==> config.mk <==
export PLATFORM = sky130hd
export DESIGN_NAME = result_drain
export DESIGN_NICKNAME = d
export VERILOG_FILES = /design/src/rtl/result_drain.sv
export SDC_FILE = /design/constraint.sdc
export NUM_CORES = 1
export LEC_CHECK = 0
export CAP_MARGIN = 20
export CORE_UTILIZATION = 60
export DETAILED_ROUTE_END_ITERATION = 16
export MAX_ROUTING_LAYER = met4
export PLACE_DENSITY = 0.79
export SLEW_MARGIN = 5
export SYNTH_ARGS = -nofsm -noshare
export SYNTH_HDL_FRONTEND = slang
export SYNTH_SLANG_ARGS = --single-unit
export TNS_END_PERCENT = 50
==> constraint.sdc <==
create_clock -name CLK -period 5.8 [get_ports CLK]
set_clock_uncertainty 0.2 [all_clocks]
set_input_delay 1.45 -clock CLK [delete_from_list [all_inputs] [get_ports CLK]]
set_output_delay 1.45 -clock CLK [all_outputs]
set_load 0.02 [all_outputs]
==> src/rtl/result_drain.sv <==
// result_drain: captures M*M result bursts into a ping-pong frame buffer and
// re-emits each whole frame on a valid/ready stream with last/row/col tags.
module result_drain #(
  parameter int M    = 3,
  parameter int DW   = 16,
  parameter int NBUF = 2
) (
  input  logic                                  CLK,
  input  logic                                  rst,
  input  logic                                  in_vld,
  input  logic [DW-1:0]                         in_data,
  input  logic                                  out_rdy,
  output logic                                  out_vld,
  output logic [DW-1:0]                         out_data,
  output logic                                  out_last,
  output logic [(M > 1 ? $clog2(M) : 1)-1:0]    out_row,
  output logic [(M > 1 ? $clog2(M) : 1)-1:0]    out_col,
  input  logic                                  clr_ovf,
  output logic                                  ovf,
  output logic                                  busy
);
  localparam int N  = M * M;
  localparam int IW = N > 1 ? $clog2(N) : 1;
  localparam int RW = M > 1 ? $clog2(M) : 1;
  localparam int PW = $clog2(NBUF);
  localparam int AW = $clog2(NBUF * N);

  logic [DW-1:0] mem_q [NBUF*N];
  logic [NBUF-1:0] full_q, full_d;
  logic [PW-1:0] wr_ptr_q, wr_ptr_d, rd_ptr_q, rd_ptr_d;
  logic [IW-1:0] wr_idx_q, wr_idx_d, rd_idx_q, rd_idx_d;
  logic [RW-1:0] row_q, row_d, col_q, col_d;
  logic [DW-1:0] out_data_q, out_data_d;
  logic drop_q, drop_d, ovf_q, ovf_d, out_vld_q, out_vld_d;
  logic hs, free, start, accept, cur_drop, wr_en, wr_last, load, col_end;
  logic [AW-1:0] wr_addr, rd_addr;

  always_comb begin
    hs       = out_vld_q & out_rdy;
    free     = hs & (rd_idx_q == IW'(N - 1));
    start    = in_vld & (wr_idx_q == '0);
    // a slot freed by the reader in the frame-start cycle may be reused at once
    accept   = ~full_q[wr_ptr_q] | (free & (rd_ptr_q == wr_ptr_q));
    cur_drop = start ? ~accept : drop_q;
    wr_en    = in_vld & ~cur_drop;
    wr_last  = in_vld & (wr_idx_q == IW'(N - 1));
    wr_idx_d = wr_last ? '0 : wr_idx_q + IW'(in_vld);
    wr_ptr_d = wr_ptr_q + PW'(wr_last & ~cur_drop);
    drop_d   = wr_last ? 1'b0 : cur_drop;
    ovf_d    = (start & ~accept) | (ovf_q & ~clr_ovf);
    wr_addr  = AW'(wr_ptr_q) * AW'(N) + AW'(wr_idx_q);
    full_d   = full_q;
    if (free) full_d[rd_ptr_q] = 1'b0;
    if (wr_last & ~cur_drop) full_d[wr_ptr_q] = 1'b1;
    col_end    = col_q == RW'(M - 1);
    rd_ptr_d   = rd_ptr_q + PW'(free);
    rd_idx_d   = free ? '0 : rd_idx_q + IW'(hs);
    row_d      = free ? '0 : (hs & col_end) ? row_q + RW'(1) : row_q;
    col_d      = free ? '0 : hs ? (col_end ? '0 : col_q + RW'(1)) : col_q;
    load       = ~out_vld_q | hs;
    rd_addr    = AW'(rd_ptr_d) * AW'(N) + AW'(rd_idx_d);
    out_vld_d  = load ? full_q[rd_ptr_d] : out_vld_q;
    out_data_d = (load & full_q[rd_ptr_d]) ? mem_q[rd_addr] : out_data_q;
  end

  always_ff @(posedge CLK)
    if (wr_en) mem_q[wr_addr] <= in_data;

  always_ff @(posedge CLK or posedge rst)
    if (rst) begin
      full_q     <= '0;
      wr_ptr_q   <= '0;
      rd_ptr_q   <= '0;
      wr_idx_q   <= '0;
      rd_idx_q   <= '0;
      row_q      <= '0;
      col_q      <= '0;
      drop_q     <= 1'b0;
      ovf_q      <= 1'b0;
      out_vld_q  <= 1'b0;
      out_data_q <= '0;
    end else begin
      full_q     <= full_d;
      wr_ptr_q   <= wr_ptr_d;
      rd_ptr_q   <= rd_ptr_d;
      wr_idx_q   <= wr_idx_d;
      rd_idx_q   <= rd_idx_d;
      row_q      <= row_d;
      col_q      <= col_d;
      drop_q     <= drop_d;
      ovf_q      <= ovf_d;
      out_vld_q  <= out_vld_d;
      out_data_q <= out_data_d;
    end

  assign out_vld  = out_vld_q;
  assign out_data = out_data_q;
  assign out_last = out_vld_q & (rd_idx_q == IW'(N - 1));
  assign out_row  = row_q;
  assign out_col  = col_q;
  assign ovf      = ovf_q;
  assign busy     = (|full_q) | (wr_idx_q != '0) | out_vld_q;
endmodule
### Word-level counts from Yosys, hierarchy flattened

Memories as Yosys holds them, arrays and structs flattened. A register that Yosys moved wholly into a read port is not among the register bits.
Cells that the tools add are included.

| storage, ports and cells | value |
|---|---|
| register bits after elaboration | 19 |
| RAM bits | 288 |
| input bits | 21 |
| output and inout port bits | 24 |
| logic and storage cells | 83 |
| memories kept | 1 |

| cells by class | value |
|---|---|
| $add $sub $neg | 8 |
| multiply operators | 2 |
| magnitude comparators | 5 |
| equality and inequality tests | 4 |
| muxes and demuxes | 21 |
| bitwise operators | 25 |
| reduce and logical (&&, ||, !) cells | 7 |

Memory list:

| memory | depth | bits a word | read ports | clocked after Yosys merged registers in | write ports | RTL line | source |
|---|---|---|---|---|---|---|---|
| mem_q | 18 | 16 | 1 | 1 | 1 | 28 | `logic [DW-1:0] mem_q [NBUF*N];` |

Operators by type and width:

| kind | number |
|---|---|
| 2-to-1 mux 2 bit | 7 |
| bitwise AND 1 bit | 12 |
| adder 5 x 4 -> 5 bit | 2 |
| multiplier 1 x 4 -> 5 bit (second input constant) | 2 |
| 2-to-1 mux 1 bit | 10 |
| adder 4 x 1 -> 4 bit | 2 |
| equality test 4 bit (second input constant) | 2 |
| 2-to-1 mux 4 bit | 2 |
| < comparator 1 x 2 -> 1 bit (second input constant) | 3 |
| NOT 1 bit | 5 |
| OR 1 bit | 5 |
| adder 2 x 1 -> 2 bit (second input constant) | 2 |
| logical NOT 4 bit | 1 |
| nonzero test 2 bit | 2 |
| nonzero test 4 bit | 1 |
| adder 1 bit | 2 |
| bitwise AND 2 bit | 1 |
| demux 1 bit (select 1 bit) | 2 |
| equality test 2 bit (second input constant) | 1 |
| >= comparator 1 bit (second input constant) | 2 |
| logical AND 1 bit | 2 |
| NOT 2 bit | 1 |
| OR 2 bit | 1 |
| OR reduction 2 bit | 1 |
| equality test 1 bit | 1 |

### Logic depth before layout (Yosys ltp)

Gate-level depths: netlist (run 1).

| depth | value |
|---|---|
| depth in word-level cells | 10 |
| mapped depth | 12 |
| gate-level depth less buffers | 11 |

### Worst setup path after synthesis (run 1)

Ideal clock, no wire load.

| timing | value |
|---|---|
| path type | input-to-reg |
| start point | input port out_rdy |
| end point | memory mem_q[6][0], enable pin |
| setup time | 0.430 ns |
| data arrival time | 4.051 ns |
| data required time | 5.170 ns |
| path slack | 1.119 ns |
| stages | 7 |
| path buffers | 1 |
| cell sequence | nand2_2 > o311ai_0 > o21ai_1 > nand2_1 > o21ai_2 > buf_2 > nor4_1 |

| between the ends | value |
|---|---|
| word-level cells in the longest chain between the ends | 10 |

Ends and longest elaborated chain:

| element | RTL line | source |
|---|---|---|
| start, declared | 12 | `input logic out_rdy,` |
| bitwise AND 1 bit | 39 | `hs = out_vld_q & out_rdy;` |
| bitwise AND 1 bit | 40 | `free = hs & (rd_idx_q == IW'(N - 1));` |
| bitwise AND 1 bit | 43 | `accept = ~full_q[wr_ptr_q] \| (free & (rd_ptr_q == wr_ptr_q));` |
| OR 1 bit | 43 |  |
| NOT 1 bit | 44 | `cur_drop = start ? ~accept : drop_q;` |
| 2-to-1 mux 1 bit | 44 |  |
| NOT 1 bit | 45 | `wr_en = in_vld & ~cur_drop;` |
| bitwise AND 1 bit | 45 |  |
| 2-to-1 mux 1 bit | 67 | `if (wr_en) mem_q[wr_addr] <= in_data;` |
| 2-to-1 mux 1 bit (implied by the code) | 67 |  |
| end, declared | 28 |  |

No other way between the ends.

### Worst setup path in the final report (run 1)

| timing | value |
|---|---|
| start point | input port out_rdy |
| end point | register out_data_q[6] (netlist: out_data[6]) (read register of mem_q) |

| between the ends | value |
|---|---|
| elaborated cells between the ends (all ways) | 11 |
| classes of those cells | 3 x add/sub; 1 x mul; 3 x mux; 4 x bitwise |

RTL lines:

| element | RTL line | source |
|---|---|---|
| bitwise AND 1 bit * | 39 |  |
| adder 4 x 1 -> 4 bit or bitwise AND 1 bit (tied branches) | 57, 40 |  |
| 2-to-1 mux 4 bit * | 57 | `rd_idx_d = free ? '0 : rd_idx_q + IW'(hs);` |
| net rd_idx_d[0] | 31 | `logic [IW-1:0] wr_idx_q, wr_idx_d, rd_idx_q, rd_idx_d;` |
| adder 5 x 4 -> 5 bit * | 61 | `rd_addr = AW'(rd_ptr_d) * AW'(N) + AW'(rd_idx_d);` |
| end, declared | 33 | `logic [DW-1:0] out_data_q, out_data_d;` |

The timed path passes the listed nets; every way through them passes the cells marked *. The select of a mux whose other input is x is not followed.
A chain may end at the register's enable or synchronous reset.

==> results.toml, run 1 <==
[floorplan]
fp.dieH_um = 149
i_o_pin_count = 45
initial_core_util_pct = 61.3
die_area_um2 = 22100
row_count = 53
chipWidth_um = 149
core_region_area_um2 = 21100

[logic_synthesis]
ys_async_sr_fraction_pct = 10.8
ys_ff_latch = 323
synth.top_cells.by_area = "sky130_fd_sc_hd__edfxtp_1, sky130_fd_sc_hd__mux4_2, sky130_fd_sc_hd__dfrtp_1"
sequential_fraction_of_the_synthesis_area_pct = 73.7
number_of_instances_in_the_synthesized_netlist = 644
synth_area_in_compound_gates_pct = 2.40
synth.yosys.warnings = 0
synth_top_area_share_pct = 66.9
synth_top_family_by_area = "multiplexers"
synth_top_cell_by_area = "sky130_fd_sc_hd__edfxtp_1"
post_synth_mux_area_share_pct = 16.3
number_of_enable_type_register_cells_in_the_synthesized_netlist = 288
synth_simple_gate_area_share_pct = 4.44
synthesis.nets = 675
yosys.area_share.adder_pct = 0.968
top_flip_flop_cell_by_instance_count_after_synthesis = "sky130_fd_sc_hd__edfxtp_1"
synth-xor-area-share_pct = 0.949
synth_cell_type_count = 50
synth_area_per_cell_um2 = 20.1
post_synthesis_cell_area_um2 = 12900

[route]
first_iter_violations = 726
wl_mm = 28.0
detail_route.first_pass.iterations = 5
post_drt_wl_per_cell_um = 27.3
route.antenna.remaining_nets = 0
vias_per_cell = 6.46
via_count = 6611
drc = 0

[global_route]
first_global_vias = 6922
groute.usage.overall_pct = 27.2
met1_usage_grt_pct = 36.3
grtUsageMet3_pct = 4.19
grt_antenna_before_repair = 0
grt_first_pass_wirelength_mm = 41.5
global_routing_usage_on_met2_pct = 42.5
grt_remaining_overflow = 0
grt_start_max_net_pins = 37
global_route.peak_usage_layer = "met2"

[timing]
timing.fmax_ghz = 0.220
min_period_ns = 4.55
maxSlewViolCount = 0
max_slew.worst_pin.slew_ns = 1.09
final_min_period_over_clock_period_pct = 78.5
timing.max_slew.rel_slack_pct = 27.6
setup_viol = 0
fin_tns_setup_ns = 0
rsz_0062_raised_after_global_routing = "no"
hold_vio_cnt_final = 0

[place]
port-buffer-count = 44
dp_hpwl_mm = 15.0
dp_cells = 965
place.gp.congestion = 0.794

[clocking]
worstSkewPairLatency_ns = 0.56
cts_root_buf = "sky130_fd_sc_hd__clkbuf_16"
clk_slew_on_worst_s_h_paths_ns = 0.07
cts_buffer_depth = 3
cts_setup_buffers = 0
cts_sinks = 323
cts_inserted_buffers = 31
postCtsHoldBufs = 0
cts-htree-levels = 1
tritoncts = "built"
cts-resized-gates = 0

[final_layout]
layout_common_cells = "sky130_fd_sc_hd__edfxtp_1, sky130_fd_sc_hd__mux4_2, sky130_fd_sc_hd__mux2i_1"
most_common_library_cell_in_the_layout_ignoring_fill_and_taps = "sky130_fd_sc_hd__edfxtp_1"
layout-drive-gt1-share_pct = 26.1
syn2layout_area_growth_pct = 15.7
num_antenna_cells = 0
final-seq-area_um2 = 9520
final_net_count = 754
filler_cell_count = 1202
post_layout_nonfiller_instances = 1023
multi_input_area_um2 = 3380

[worst_setup_path]
critical_path.endpoint_type = "flip-flop"
critPathMaxStageDelay_ns = 0.48
criticalPathCategory = "in -> reg"
path_max_fanout = 16
rr_worst_depth = 10
cp_slowest_cell = "sky130_fd_sc_hd__a211oi_1"
worst_ep_arrival_time_ns = 4.80
cp-start-kind = "input port"
crit_required_ns = 6.04
worstPathCellList = "clkdlybuf4s50_1 -> nand2_2 -> inv_1 -> ha_1 -> nor2b_1 -> ha_4 -> nand2_1 -> a211oi_1 -> xnor2_4 -> buf_4 -> mux2i_1 -> mux2i_1 -> a221o_1"
cpMostUsedCell = "sky130_fd_sc_hd__mux2i_1"

[power_and_ir_drop]
p_leak_uw = 0.00516
power.density_cell_area_nw_per_um2 = 554
max-vdd-ir-drop_uv = 333

[hold_path]
worstHoldPathCells = 1
timing.hold.worst.class = "reg -> reg"

[run_status]
status = "complete, no violations"

[run]
drv.max_cap_violation_count = 0
-- cells by family (layout without fill, tap and decap cells) --
group | count (synthesis) | after routing
buf+inv | 34 | 138
compound gates | 34 | 34
simple gates | 103 | 103
fa+ha+maj | 10 | 10
mux | 129 | 129
xor+xnor | 11 | 11
flops | 323 | 323
-- path summary, 6_finish.rpt --
path	slack, ns	endpoint	startpoint
max	1.25	out_data[6]$_DFFE_PP0P_	out_rdy
min	0.29	full_q[0]$_DFF_PP0_	drop_q$_DFF_PP0_
max reg2reg	2.06	out_data[7]$_DFFE_PP0P_	rd_idx_q[2]$_DFF_PP0_
min reg2reg	0.29	full_q[0]$_DFF_PP0_	drop_q$_DFF_PP0_
max in group asynchronous	3.86	out_data[2]$_DFFE_PP0P_	rst
min in group asynchronous	1.15	wr_idx_q[2]$_DFF_PP0_	rst
-- area by class of cell --
cell class	instances	share of cell area [%]
clock buffer	42	5.87
clock inverter	16	0.678
inverter	6	0.151
multi-input combinational	287	22.6
sequential	323	63.7
tap	275	2.30
timing repair buffer	74	4.70
-- worst max-delay path: cells and delay by family --
family                     cells  cell delay, ns
adders and majority gates      2            0.45
and+or+nand+nor                3            0.52
AOI/OAI and AO/OA              2            0.84
xor gates and xnor gates       1            0.17
buffers and inverters          3            0.89
muxes                          2            0.45
-- registers in the layout, summed over array words and instances (netlist names) --
name      cells
out_vld       1
rd_ptr_q      1
full_q        2
rd_idx_q      4
out_col       2
out_row       2
ovf           1
wr_idx_q      4
drop_q        1
wr_ptr_q      1
mem_q       288
out_data     16
-- metrics by stage --
stage	utilization, %	hold WS, ns	worst slack, ns	instance area [um2]	total power [uW]
after floorplan	-	0.256	1.12	12900	5420
after global placement	66.2	0.273	0.891	14000	6290
after detailed placement	66.2	0.284	0.768	14000	6410
after CTS	70.9	0.296	1.27	14900	8330
after global routing	70.9	0.312	1.13	14900	8620
final	70.9	0.294	1.25	14900	8280
-- cells in the mapped netlist (2+ instances only) --
master	n
sky130_fd_sc_hd__edfxtp_1	288
sky130_fd_sc_hd__mux4_2	64
sky130_fd_sc_hd__mux2i_1	49
sky130_fd_sc_hd__dfrtp_1	35
sky130_fd_sc_hd__nand2_1	25
sky130_fd_sc_hd__or3_1	15
sky130_fd_sc_hd__clkbuf_1	14
sky130_fd_sc_hd__nor4_1	12
sky130_fd_sc_hd__nor3_1	11
sky130_fd_sc_hd__ha_1	10
sky130_fd_sc_hd__mux2_2	10
sky130_fd_sc_hd__o211ai_2	10
sky130_fd_sc_hd__nor2_1	9
sky130_fd_sc_hd__buf_2	8
sky130_fd_sc_hd__nand3_1	7
sky130_fd_sc_hd__inv_1	6
sky130_fd_sc_hd__mux2_1	6
sky130_fd_sc_hd__xor2_1	6
sky130_fd_sc_hd__and2_1	5
sky130_fd_sc_hd__o211ai_1	5
sky130_fd_sc_hd__buf_1	4
sky130_fd_sc_hd__nand2b_1	4
sky130_fd_sc_hd__nor2b_1	3
sky130_fd_sc_hd__o21ai_0	3
sky130_fd_sc_hd__xnor2_1	3
sky130_fd_sc_hd__a21bo_2	2
sky130_fd_sc_hd__a21oi_1	2
sky130_fd_sc_hd__a22o_1	2
sky130_fd_sc_hd__buf_6	2
sky130_fd_sc_hd__o21ai_2	2
sky130_fd_sc_hd__o31ai_1	2
sky130_fd_sc_hd__or2_2	2
-- power breakdown --
| part | switching, uW | leakage (uW) | total (uW) | internal, uW |
|---|---|---|---|---|
| Sequential | 165 | 0.00304 | 3080 | 2910 |
| Combinational | 1720 | 0.00164 | 3300 | 1580 |
| Clock | 832 | 0.000483 | 1900 | 1060 |
| Total | 2720 | 0.00516 | 8280 | 5560 |
-- routing by layer --
layer  share of wire (%)  wire length [um]  up-vias
met5                   0                 0        -
met4                 3.9              1090        0
met3                 7.7              2160       83
met2                  49             13800      323
met1                  39             10900     3426
li1                    -                 -     2779
No activity file was read; power rests on OpenSTA's default activity.
==> run 2, diff against run 1 <==
Settings changed: CORE_UTILIZATION 60 to 55, PLACE_DENSITY 0.79 to 0.77.
Clock period 5.8 ns to 3.7 ns, I/O delays scaled along.
==> run 2 against run 1 <==
  * Sequential share of layout area shrank 3.4 points
  * Cell count increased by 7.3%
  * Register-to-register slack worse by 1.8 ns
  * Critical path type unchanged
  * Largest cell class unchanged
  * Largest power group unchanged
  * Sequential power grew 56%
  * Critical path depth down 1
  * Utilization down 1.8 points
  * Final area increased by 5.6%
  * Highest routed layer unchanged
  * Flip-flop and latch count is the same
  * Global-route usage is 1.8 points lower
  * Clock power is 79% higher
==> results.toml, run 2 (synthesized netlist as in run 1, its figures left out) <==
[run_status]
status = "complete, no violations"

[run]
drv.max_cap_violation_count = 0

[final_layout]
final_util_pct = 69.1
layout-drive-gt1-share_pct = 30.1
largest_reg_flops = 288
most_common_library_cell_in_the_layout_ignoring_fill_and_taps = "sky130_fd_sc_hd__edfxtp_1"
final_net_count = 793
syn2layout_area_growth_pct = 22.2
post_layout_nonfiller_instances = 1098
regMostFlops = "mem_q"
num_antenna_cells = 0
layout_common_cells = "sky130_fd_sc_hd__edfxtp_1, sky130_fd_sc_hd__mux4_2, sky130_fd_sc_hd__mux2i_1"

[worst_setup_path]
worstPathCellList = "clkdlybuf4s50_1 -> nand2_2 -> inv_1 -> ha_1 -> ha_1 -> nor2b_1 -> ha_2 -> buf_12 -> mux4_2 -> mux2i_1 -> mux2i_1 -> a221o_1"
cp_slowest_cell = "sky130_fd_sc_hd__clkdlybuf4s50_1"
crit_family = "adder cells"
setup.reg_to_reg.worst_slack_ns = 0.26
path_buf_inv = 3
cp-start-kind = "input port"
rr_worst_depth = 10
path_max_fanout = 37
crit_path_start = "out_rdy"
path_depth = 12
criticalPathCategory = "in -> reg"
r2r_start = "rd_idx_q[2]$_DFF_PP0_"
timing.rr.end = "out_data[6]$_DFFE_PP0P_"
critPathMaxStageDelay_ns = 0.44
timing.critical_path.to = "out_data[6]$_DFFE_PP0P_"
critical_path.endpoint_type = "flip-flop"
crit_required_ns = 3.94
worst_ep_arrival_time_ns = 3.77

[timing]
rsz_0062_raised_after_global_routing = "no"
max_slew.worst_pin.slew_ns = 0.902
timing.fmax_ghz = 0.283
hold_vio_cnt_final = 0
setup_viol = 0
timing.max_slew.rel_slack_pct = 39.6
maxSlewViolCount = 0
fin_tns_setup_ns = 0
fin_hold_ws_ns = 0.270
final_min_period_over_clock_period_pct = 95.4
min_period_ns = 3.53

[route]
detail_route.first_pass.iterations = 4
post_drt_wl_per_cell_um = 25.7
wl_mm = 28.2
via_count = 6731
route.antenna.remaining_nets = 0
first_iter_violations = 567
vias_per_cell = 6.13
drc = 0

[power_and_ir_drop]
p_leak_uw = 0.00552
max-vdd-ir-drop_uv = 642
power.density_cell_area_nw_per_um2 = 902

[global_route]
first_global_vias = 7093
grt_start_max_net_pins = 38
met1_usage_grt_pct = 33.3
groute.usage.overall_pct = 25.4
grt_first_pass_wirelength_mm = 43.0
grt_remaining_overflow = 0
grt_antenna_before_repair = 0
global_route.peak_usage_layer = "met2"
global_routing_usage_on_met2_pct = 41.2
grtUsageMet3_pct = 3.73

[clocking]
cts_root_buf = "sky130_fd_sc_hd__clkbuf_16"
cts-resized-gates = 0
clk_slew_on_worst_s_h_paths_ns = 0.07
cts_buffer_depth = 3
tritoncts = "built"
cts-htree-levels = 1
worstSkewPairLatency_ns = 0.56
cts_sinks = 323
cts_setup_buffers = 0
postCtsHoldBufs = 0
cts_inserted_buffers = 30

[floorplan]
die_area_um2 = 24100
i_o_pin_count = 45
chipWidth_um = 155
row_count = 55
core_region_area_um2 = 22800
initial_core_util_pct = 56.6
fp.dieH_um = 155

[place]
dp_hpwl_mm = 16.2
port-buffer-count = 44
dp_cells = 1043
place.gp.congestion = 0.805

[hold_path]
timing.hold.worst.class = "reg -> reg"
==> run 2: cell count changes in the layout (fill, tap and decap cells not counted), sizes merged <==
| cell | change |
|---|---|
| buf | +40 |
| bufinv | +8 |
| clkbuf | -4 |
| clkinv | -8 |
| clkinvlp | +2 |
| inv | -1 |
==> run 2: routing by layer <==
layer | vias to the layer above | wire, um
met4 | 0 | 878
met3 | 59 | 2170
met1 | 3480 | 11100
met5 | - | 0
met2 | 315 | 14000
li1 | 2877 | -
==> run 2: area by class of cell <==
class,count,area (um2)
tap,313,392
clock inverter,17,302
inverter,6,22.5
sequential,323,9520
timing repair buffer,114,1350
multi-input combinational,287,3380
clock buffer,38,811
fill,1419,7060
==> run 2: power by group <==
part	total [uW]	switching (uW)	leakage, uW	internal [uW]
clock network	3410	1300	0.000532	2110
logic	6000	2930	0.00194	3070
registers	4820	264	0.00304	4560
==> run 2: stage by stage <==
| step | total power, uW | area (um2) | setup slack [ns] |
|---|---|---|---|
| after floorplan | 8510 | 12900 | -0.425 |
| after global placement | 10600 | 14700 | -0.255 |
| after detailed placement | 10800 | 14700 | -0.393 |
| after CTS | 14300 | 15800 | 0.172 |
| after global routing | 14800 | 15800 | 0.0485 |
| final | 14200 | 15800 | 0.169 |
==> run 2: worst min path at each step <==
stage                     depth (start not counted)  slack (ns)                        to                     start
final                                             1        0.27       full_q[0]$_DFF_PP0_          drop_q$_DFF_PP0_
after global routing                              1        0.32       full_q[0]$_DFF_PP0_          drop_q$_DFF_PP0_
after CTS                                         1        0.28       full_q[0]$_DFF_PP0_          drop_q$_DFF_PP0_
after detailed placement                          2        0.28  out_data[12]$_DFFE_PP0P_  out_data[12]$_DFFE_PP0P_
after global placement                            1        0.28       full_q[0]$_DFF_PP0_          drop_q$_DFF_PP0_
after floorplan                                   1        0.26       full_q[0]$_DFF_PP0_          drop_q$_DFF_PP0_
==> run 3, diff against run 2 <==
Settings changed: CORE_UTILIZATION 55 to 49, PLACE_DENSITY 0.77 to 0.7, SETUP_SLACK_MARGIN set to 0.5.
==> run 3 against run 2 <==
  * Non-clock buffer count rose by 37
  * Final area rose by 5.0%
  * Cell count rose by 6.2%
  * Register-to-register slack improved by 0.23 ns
  * Routed wire length rose by 6.4%
  * Largest power group unchanged
  * Sequential power barely moved
==> results.toml, run 3 (synthesized netlist as in run 1, its figures left out) <==
[run_status]
status = "complete, no violations"

[worst_setup_path]
worst_ep_arrival_time_ns = 3.41
crit_path_start = "rd_idx_q[2]$_DFF_PP0_"
r2r_start = "rd_idx_q[2]$_DFF_PP0_"
critical_path.endpoint_type = "flip-flop"
cp-start-kind = "flip-flop"
timing.critical_path.to = "out_data[9]$_DFFE_PP0P_"
path_max_fanout = 8
worstPathCellList = "or4b_4 -> o21ai_4 -> nand2_2 -> ha_4 -> ha_4 -> buf_12 -> buf_12 -> clkbuf_16 -> mux4_2 -> mux2i_1 -> mux2_4 -> o211ai_2"
timing.rr.end = "out_data[9]$_DFFE_PP0P_"
criticalPathCategory = "reg -> reg"
setup.reg_to_reg.worst_slack_ns = 0.49
cp_slowest_cell = "sky130_fd_sc_hd__or4b_4"
critPathMaxStageDelay_ns = 0.61
rr_worst_depth = 12
crit_required_ns = 3.89

[place]
port-buffer-count = 44
detailedPlace.worstSlack_ns = -0.364
dpl_cell_area_um2 = 15000
dp_hpwl_mm = 17.7
place.gp.congestion = 0.822

[route]
first_iter_violations = 590
vias_per_cell = 5.89
via_count = 6864
detail_route.wirelength.met1_mm = 12.0
wl_mm = 30.0
detail_route.first_pass.iterations = 5
wl_met2_mm = 15.0
wl_met3_mm = 1.96
drc = 0
post_drt_wl_per_cell_um = 25.7
top_layer_used = "met4"
route.antenna.remaining_nets = 0

[timing]
maxSlewViolCount = 0
fin_hold_ws_ns = 0.297
timing.max_slew.rel_slack_pct = 53.4
hold_vio_cnt_final = 0
timing.fmax_ghz = 0.311
final_min_period_over_clock_period_pct = 86.8
max_slew.worst_pin.slew_ns = 0.697
setup_ws_ns = 0.487
rsz_0062_raised_after_global_routing = "yes"
fin_tns_setup_ns = 0
min_period_ns = 3.21
setup_viol = 0

[global_route]
grt_start_max_net_pins = 35
groute.usage.overall_pct = 23.6
grt_first_pass_wirelength_mm = 44.0
first_global_vias = 7107
grt_antenna_before_repair = 0
grt_remaining_overflow = 0

[final_layout]
layout_common_cells = "sky130_fd_sc_hd__edfxtp_1, sky130_fd_sc_hd__mux4_2, sky130_fd_sc_hd__buf_4"
fin_area_um2 = 16600
final_net_count = 835
syn2layout_area_growth_pct = 28.2
most_common_library_cell_in_the_layout_ignoring_fill_and_taps = "sky130_fd_sc_hd__edfxtp_1"
final_util_pct = 63.8
layout-drive-gt1-share_pct = 35.3
largest_reg_flops = 288
regMostFlops = "mem_q"
num_antenna_cells = 0

[floorplan]
row_count = 59
fp.dieH_um = 164
die_area_um2 = 27000
chipWidth_um = 164
core_region_area_um2 = 26000
i_o_pin_count = 45
initial_core_util_pct = 49.7

[power_and_ir_drop]
p_leak_uw = 0.00587
power.density_cell_area_nw_per_um2 = 925
max-vdd-ir-drop_uv = 685

[clocking]
tritoncts = "built"
clk_slew_on_worst_s_h_paths_ns = 0.06
cts-htree-levels = 2
cts_sinks = 323
cts_buffer_depth = 3
cts_inserted_buffers = 35
cts_root_buf = "sky130_fd_sc_hd__clkbuf_16"
worstSkewPairLatency_ns = 0.51

[hold_path]
timing.hold.worst.class = "reg -> reg"

[run]
drv.max_cap_violation_count = 0
## run 3: final cells by class
cell class | count | area, um2
flip-flops and latches | 323 | 9530
fillers | 1755 | 9410
multi-input cells | 287 | 3600
repair buffers | 151 | 1820
clock buffers | 44 | 961
well taps | 335 | 419
clock inverters | 20 | 225
inverters | 6 | 22.5
## run 3: what timing repair did
| action | in CTS | in global routing |
|---|---|---|
| setup buffers | 16 | 5 |
| hold buffers | 0 | 0 |
| gates resized for setup | 14 | 22 |
| endpoints found under the setup margin | 305 | 40 |
| cloned | 0 | 3 |
| pin swaps | 6 | 10 |
## run 3: how the worst min path moves through the flow
stage	slack (ns)	cells after the start	startpoint	end
5_1_grt	0.32	1	drop_q$_DFF_PP0_	full_q[0]$_DFF_PP0_
2_1_floorplan	0.26	1	drop_q$_DFF_PP0_	full_q[0]$_DFF_PP0_
6_report	0.30	1	drop_q$_DFF_PP0_	full_q[0]$_DFF_PP0_
3_3_place_gp	0.27	1	drop_q$_DFF_PP0_	full_q[0]$_DFF_PP0_
4_1_cts	0.30	1	drop_q$_DFF_PP0_	full_q[0]$_DFF_PP0_
3_5_place_dp	0.28	1	drop_q$_DFF_PP0_	full_q[0]$_DFF_PP0_
## run 3: metal layers
layer	up-vias	track usage, %
met3	53	3.84
met2	261	38.1
met1	3581	30.6
met5	-	-
li1	2969	-
met4	0	8.59
## run 3: power by group
part           switching (uW)  total, uW  internal (uW)  leakage (uW)
Clock                    1380       3520           2140      0.000588
Combinational            3250       6990           3740       0.00224
Sequential                260       4820           4560       0.00304
Total                    4890      15300          10400       0.00587
## run 3: stage by stage
stage	power (uW)	cells
after detailed placement	11200	1078
after global placement	11100	1078
after floorplan	8750	644
after CTS	15100	1158
after global routing	15900	1166
final	15300	1166
## run 3: critical path, delay by kind of cell, from the launching register on
| family | cells | cell delay (ns) |
|---|---|---|
| AND/OR/NAND/NOR | 2 | 0.71 |
| multiplexers | 3 | 0.65 |
| adder cells (fa/ha/maj) | 2 | 0.45 |
| flip-flops | 1 | 0.43 |
| buffers and inverters | 3 | 0.42 |
| AO/OA/AOI/OAI | 2 | 0.24 |
